[config.mk]
export PLATFORM = sky130hd
export DESIGN_NAME = lfm_sweep_ctrl
export DESIGN_NICKNAME = d
export VERILOG_FILES = /design/src/rtl/lfm_sweep_ctrl.sv
export SDC_FILE = /design/constraint.sdc
export NUM_CORES = 1
export LEC_CHECK = 0
export CORE_MARGIN = 4
export CORE_UTILIZATION = 52
export DETAILED_ROUTE_END_ITERATION = 6
export GPL_TIMING_DRIVEN = 0
export PLACE_DENSITY = 0.83
export SYNTH_ARGS = -nofsm -noshare
export SYNTH_HDL_FRONTEND = slang
export SYNTH_SLANG_ARGS = --single-unit
[constraint.sdc]
create_clock -name clk -period 2.75 [get_ports clk]
set_input_delay 0.55 -clock clk [delete_from_list [all_inputs] [get_ports clk]]
set_output_delay 0.55 -clock clk [all_outputs]
set_load 0.05 [all_outputs]
[src/rtl/lfm_sweep_ctrl.sv]
// Linear-FM sweep controller: streams phase increments that ramp from
// START_INC in NUM_STEPS beats, with an idle gap between chirps.
module lfm_sweep_ctrl #(
  parameter int unsigned         PHASE_W     = 32,
  parameter logic [PHASE_W-1:0]  START_INC   = PHASE_W'(32'h0010_0000),
  parameter logic [PHASE_W-1:0]  STEP_INC    = PHASE_W'(32'h0000_1000),
  parameter int unsigned         NUM_STEPS   = 256,
  parameter int unsigned         IDLE_CYCLES = 16
) (
  input  logic               clk,
  input  logic               reset,
  input  logic               enable,
  output logic               cfg_tvalid,
  input  logic               cfg_tready,
  output logic [PHASE_W-1:0] cfg_tdata,
  output logic               cfg_tlast,
  output logic               sweep_busy,
  output logic [15:0]        chirp_count
);

  localparam int BEAT_W = $clog2(NUM_STEPS + 1);
  localparam int GAP_W  = (IDLE_CYCLES > 1) ? $clog2(IDLE_CYCLES) : 1;
  localparam logic [BEAT_W-1:0] LAST_BEAT = BEAT_W'(NUM_STEPS - 1);
  localparam logic [GAP_W-1:0]  GAP_END   = GAP_W'(IDLE_CYCLES - 1);

  typedef enum logic [1:0] {
    IDLE,
    SWEEP,
    GAP
  } state_t;

  state_t              state_q, state_d;
  logic [PHASE_W-1:0]  inc_q, inc_d;
  logic [BEAT_W-1:0]   beat_q, beat_d;
  logic [GAP_W-1:0]    gap_q, gap_d;
  logic [15:0]         chirp_q, chirp_d;
  logic                busy_q;
  logic                last_beat;

  assign last_beat = (beat_q == LAST_BEAT);

  always_comb begin
    state_d = state_q;
    inc_d   = inc_q;
    beat_d  = beat_q;
    gap_d   = gap_q;
    chirp_d = chirp_q;
    unique case (state_q)
      IDLE: begin
        if (enable) begin
          inc_d   = START_INC;
          beat_d  = '0;
          state_d = SWEEP;
        end
      end
      SWEEP: begin
        if (cfg_tready) begin
          inc_d  = inc_q + STEP_INC;
          beat_d = beat_q + 1'b1;
          if (last_beat) begin
            chirp_d = chirp_q + 16'd1;
            if (IDLE_CYCLES > 0) begin
              state_d = GAP;
              gap_d   = '0;
            end else if (enable) begin
              inc_d  = START_INC;
              beat_d = '0;
            end else begin
              state_d = IDLE;
            end
          end
        end
      end
      GAP: begin
        if (gap_q == GAP_END) begin
          if (enable) begin
            inc_d   = START_INC;
            beat_d  = '0;
            state_d = SWEEP;
          end else begin
            state_d = IDLE;
          end
        end else begin
          gap_d = gap_q + 1'b1;
        end
      end
      default: state_d = IDLE;
    endcase
  end

  always_ff @(posedge clk) begin
    if (reset) begin
      state_q <= IDLE;
      inc_q   <= '0;
      beat_q  <= '0;
      gap_q   <= '0;
      chirp_q <= '0;
      busy_q  <= 1'b0;
    end else begin
      state_q <= state_d;
      inc_q   <= inc_d;
      beat_q  <= beat_d;
      gap_q   <= gap_d;
      chirp_q <= chirp_d;
      busy_q  <= (state_d != IDLE);
    end
  end

  // Valid comes from state alone, so it never depends on tready.
  assign cfg_tvalid  = (state_q == SWEEP);
  assign cfg_tdata   = cfg_tvalid ? inc_q : '0;
  assign cfg_tlast   = cfg_tvalid && last_beat;
  assign sweep_busy  = busy_q;
  assign chirp_count = chirp_q;

endmodule

-- After elaboration in Yosys (flattened, before gate mapping)
Cells that the tools add are included.
- $add $sub $neg: 4
- eq/ne operators: 8
- muxes and demuxes: 19
- reductions and logical operators: 8
- operators with widths (cell ; count):
    32-bit 2-to-1 mux ; 4
    32-bit one-hot mux with 3 select lines ; 1
    32-bit by 13-bit adder with 32-bit output, second input constant ; 1
    9-bit 2-to-1 mux ; 3
    9-bit one-hot mux with 3 select lines ; 1
    16-bit by 1-bit adder with 16-bit output, second input constant ; 1
    4-bit 2-to-1 mux ; 3
    9-bit by 1-bit adder with 9-bit output, second input constant ; 1
    9-bit by 8-bit == test with 1-bit output, second input constant ; 1
    2-bit 2-to-1 mux ; 4
    4-bit one-hot mux with 2 select lines ; 1
    2-bit one-hot mux with 3 select lines ; 1
    3-bit AND reduction ; 2
    4-bit by 1-bit adder with 4-bit output, second input constant ; 1
    4-bit == test, second input constant ; 1
    2-bit by 1-bit inequality test with 1-bit output, second input constant ; 2
    2-bit inequality test, second input constant ; 2
    4-bit AND reduction ; 1
    2-bit nonzero test ; 2
    3-bit nonzero test ; 1
    2-bit by 1-bit == test with 1-bit output, second input constant ; 1
    2-bit == test, second input constant ; 1
    2-bit zero test ; 1
    1-bit logical AND ; 1
    1-bit 2-to-1 mux ; 1
- output and inout port bits: 51
- bits of input ports: 4
- flip-flop bits (word level): 64
- logic and storage cells: 45

-- Logic depth before layout (Yosys ltp)
- word-level depth: 5
- mapped depth: 9
- gate-level depth less buffers: 8

-- Worst setup path before layout
Ideal clock, no wire load.
- path type: flip-flop to output port
- start: reg state_q[0]
- end: out cfg_tdata[21]
- data required time: 2.200 ns
- slack: 0.488 ns
- stages on the path, launching flop included: 4
- buffers on the path: 1
- arrival time: 1.712 ns
- path through: dfxtp_1 nor2b_1 clkbuf_1 and2_1
- word-level cells in the longest chain between the ends: 2
- ends and longest elaborated chain (item ; line ; text):
    from (decl) ; 32 ; state_t state_q, state_d;
    from (signal assigned) ; 100 ; state_q <= state_d;
    2-bit by 1-bit == test with 1-bit output ; 110 ; assign cfg_tvalid = (state_q == SWEEP);
    net cfg_tvalid ; 13 ; output logic cfg_tvalid,
    32-bit 2-to-1 mux ; 111 ; assign cfg_tdata = cfg_tvalid ? inc_q : '0;
    to (decl) ; 15 ; output logic [PHASE_W-1:0] cfg_tdata,
The timed path passes the listed nets, and every way through them passes these cells.

-- Worst setup path in the final report
- start: reg state_q[0]
- end: out cfg_tdata[12]
- word-level cells in the longest chain between the ends: 2
- ends and longest elaborated chain (item ; line):
    2-bit by 1-bit == test with 1-bit output ; 110
    32-bit 2-to-1 mux ; 111
Every way passes these cells.

==> flow_metrics.py <==
metrics = {
    "cells_and_area": {
        "multi_input_comb_area_sq_um": 1540,
        "seq_area_sq_um": 1040,
        "layout-drive-gt1-share_pct": 11.6,
        "layout_commonest_cell": "dfxtp_1",
        "syn_to_final_growth_pct": 21.7,
        "final_cell_mix": "dfxtp_1 (52), a21oi_1 (31), nor2_1 (22), nand2_1 (22), clkdlybuf4s50_1 (20)",
        "nFillCells": 467,
        "diodes": 0,
        "nets": 396,
    },
    "worst_setup_path": {
        "worst_ep_required_time_ns": 2.20,
        "startpoint": "state_q[0]",
        "reg2reg_to": "chirp_count[15]",
        "cp_max_fo": 10,
        "setup.worst_path.start_class": "flip-flop",
        "path_class": "flip-flop to output port",
        "reg2reg_from": "beat_q[3]",
        "crit_chain": "nor2b_1 > clkbuf_1 > and2_1 > clkdlybuf4s15_1",
        "cp_slowest_cell": "clkdlybuf4s15_1",
        "crit_cells": 4,
        "critPathTopFamily": "buffers and inverters",
        "cp_data_arrival_time_ns": 2.04,
        "r2r_cells": 8,
        "crit_end": "cfg_tdata[12]",
        "cp_slowest_stage_delay_ns": 0.51,
        "cp-end-kind": "output port",
        "reg2reg_slack_ns": 0.35,
        "crit_buf_inv": 2,
    },
    "yosys": {
        "ys.flop_type": "dfxtp_1",
        "synth_top_family_by_area": "simple AND/OR/NAND/NOR gates",
        "synth_async_sr_flop_share_pct": 0,
        "syn-instance-count": 327,
        "synth-compound-area-share_pct": 15.7,
        "synth_edf_count": 0,
        "synth_mux_area_share_pct": 1.85,
        "synth-xor-area-share_pct": 3.80,
        "ys_ff_latch": 52,
        "avgSynthCellArea_sq_um": 8.46,
        "synth.distinct_cells": 49,
        "ys_warn_count": 0,
        "synth_adder_area_share_pct": 2.26,
        "synth_area_sq_um": 2770,
        "synth_simple_gate_area_share_pct": 30.4,
        "yosysSeqAreaShare_pct": 37.6,
    },
    "floorplan": {
        "initial_utilization_pct": 53.8,
        "ioPinCount": 55,
        "fp.dieArea_sq_um": 6550,
        "placementRows": 26,
        "die_h_um": 80.9,
        "core_sq_um": 5140,
        "die_w_um": 80.9,
    },
    "global_routing": {
        "grt_pass1_wl_mm": 10.5,
        "grt_max_degree": 16,
        "antenna_found_initial": 0,
        "met2_usage_pct": 34.1,
        "grtUsageMet1_pct": 24.8,
        "overflow": 0,
        "grt_use_total_pct": 20.2,
        "grt_pass1_vias": 2361,
        "top_usage_layer": "met2",
        "grt_util_met3_pct": 3.55,
    },
    "clock_network": {
        "cts_buffer_depth": 2,
        "cts_hold_buf": 0,
        "cts_setup_buffers": 0,
        "clkLatencyLatePin_ns": 0.31,
        "clock_sinks": 52,
        "cts-resized-gates": 24,
        "cts_tree": "yes",
        "cts_made_buffers": 5,
        "path_clk_slew_ns": 0.10,
        "htree_levels": 2,
        "cts-root-buf": "clkbuf_8",
    },
    "route": {
        "drc": 0,
        "first_pass_iters": 4,
        "viasPerCell": 5.50,
        "totalWireLength_mm": 6.10,
        "first_iter_violations": 136,
        "wl_per_cell_um": 13.3,
        "vias": 2521,
        "ant_nets": 0,
    },
    "power_and_ir_drop": {
        "leakagePower_uw": 0.00127,
        "p_per_area_nw_per_um2": 413,
        "vdd_drop_max_mv": 0.354,
    },
    "timing": {
        "tns_ns": 0,
        "setup_viol": 0,
        "finalMaxSlewViolations": 0,
        "hold_viol_final": 0,
        "finalClockSkew_ns": 0.0117,
        "slew-limit-headroom_pct": 65.5,
        "max_freq_mhz": 387,
        "rsz0062_at_grt": "false",
        "fin_ws_ns": 0.163,
        "worst_pin_slew_ns": 0.516,
        "finalCriticalPeriod_ns": 2.59,
        "min_period_over_period_pct": 94.1,
    },
    "placed_design": {
        "gp_congestion": 0.815,
        "port_buffers": 42,
        "dp_hpwl_mm": 4.59,
        "post-place-ws_ns": 0.0601,
    },
    "flow_run": {
        "drv_cap": 0,
    },
    "min_path": {
        "hold_class": "flip-flop to flip-flop",
    },
    "run_status": {
        "outcome": "finished clean",
    },
}
layout make-up:
cell class	instances	share of cell area, %
buffer	29	5.09
clock buffer	6	2.45
clock inverter	2	0.297
inverter	15	1.67
multi-input combinational	242	45.7
sequential	52	30.9
tap	70	2.60
timing repair buffer	42	11.3
worst min-delay path by stage:
stage | from | end | slack (ns) | cells past startpoint
after CTS | beat_q[6] | beat_q[6] | 0.49 | 2
after global placement | beat_q[7] | beat_q[7] | 0.46 | 2
after global routing | beat_q[6] | beat_q[6] | 0.51 | 2
final | beat_q[6] | beat_q[6] | 0.49 | 2
after floorplan | inc_q[31] | inc_q[31] | 0.45 | 2
after detailed placement | beat_q[1] | beat_q[1] | 0.47 | 2
cell families (layout without fill, tap and decap cells):
kind of cell	Yosys count	count (layout)
adder cells (fa/ha/maj)	5	5
XOR/XNOR	12	12
AO/OA/AOI/OAI	68	68
flip-flops	52	52
multiplexers	5	5
AND/OR/NAND/NOR	140	140
buffers and inverters	44	94
other	1	12
worst min-delay path: cells and delay by family, from the launching register on:
| family | cells | cell delay (ns) |
|---|---|---|
| flops | 1 | 0.33 |
| compound gates | 2 | 0.12 |
layer usage:
layer / share of wire, % / vias to the layer above
met2: 49 / 58
met1: 45 / 1182
met4: 2.9 / 0
met5: 0 / -
li1: - / 1265
met3: 3.3 / 16
state kept, by name, summed over array words and instances, names as in the netlist:
| register | flops |
|---|---|
| sweep_busy | 1 |
| gap_q | 4 |
| chirp_count | 16 |
| inc_q | 20 |
| state_q | 2 |
| beat_q | 9 |
cells in the mapped netlist (all sizes together), types with 7 or more instances:
library cell   n  area (sq um)
inv           15          56.3
nand4          7          50.1
clkbuf        10          37.5
or3            8          50.1
dfxtp         52          1040
nand2         22          82.6
nor2          22          82.6
nand3         17          90.1
or4           15           113
xnor2          8          70.1
o21ai         10          50.1
a21oi         31           155
buf           19           134
and2          19           119
o31ai         16           120
report_power, final:
group | total (uW) | switching (uW) | leakage [uW] | internal [uW]
registers | 771 | 9.64 | 0.000420 | 761
logic | 165 | 116 | 0.000800 | 48.3
clock network | 453 | 252 | 0.0000510 | 202
total | 1390 | 378 | 0.00127 | 1010
stage by stage:
step           instance area [sq um]  utilization [%]  power, uW  hold slack (ns)  instances
2_1_floorplan                   2810                -        916            0.450        338
3_3_place_gp                    3320             64.5        950            0.462        450
5_1_grt                         3370             65.5       1440            0.510        458
3_5_place_dp                    3320             64.5        954            0.474        450
4_1_cts                         3380             65.8       1400            0.489        458
6_report                        3370             65.5       1390            0.486        458
(Power assumes the default switching activity.)
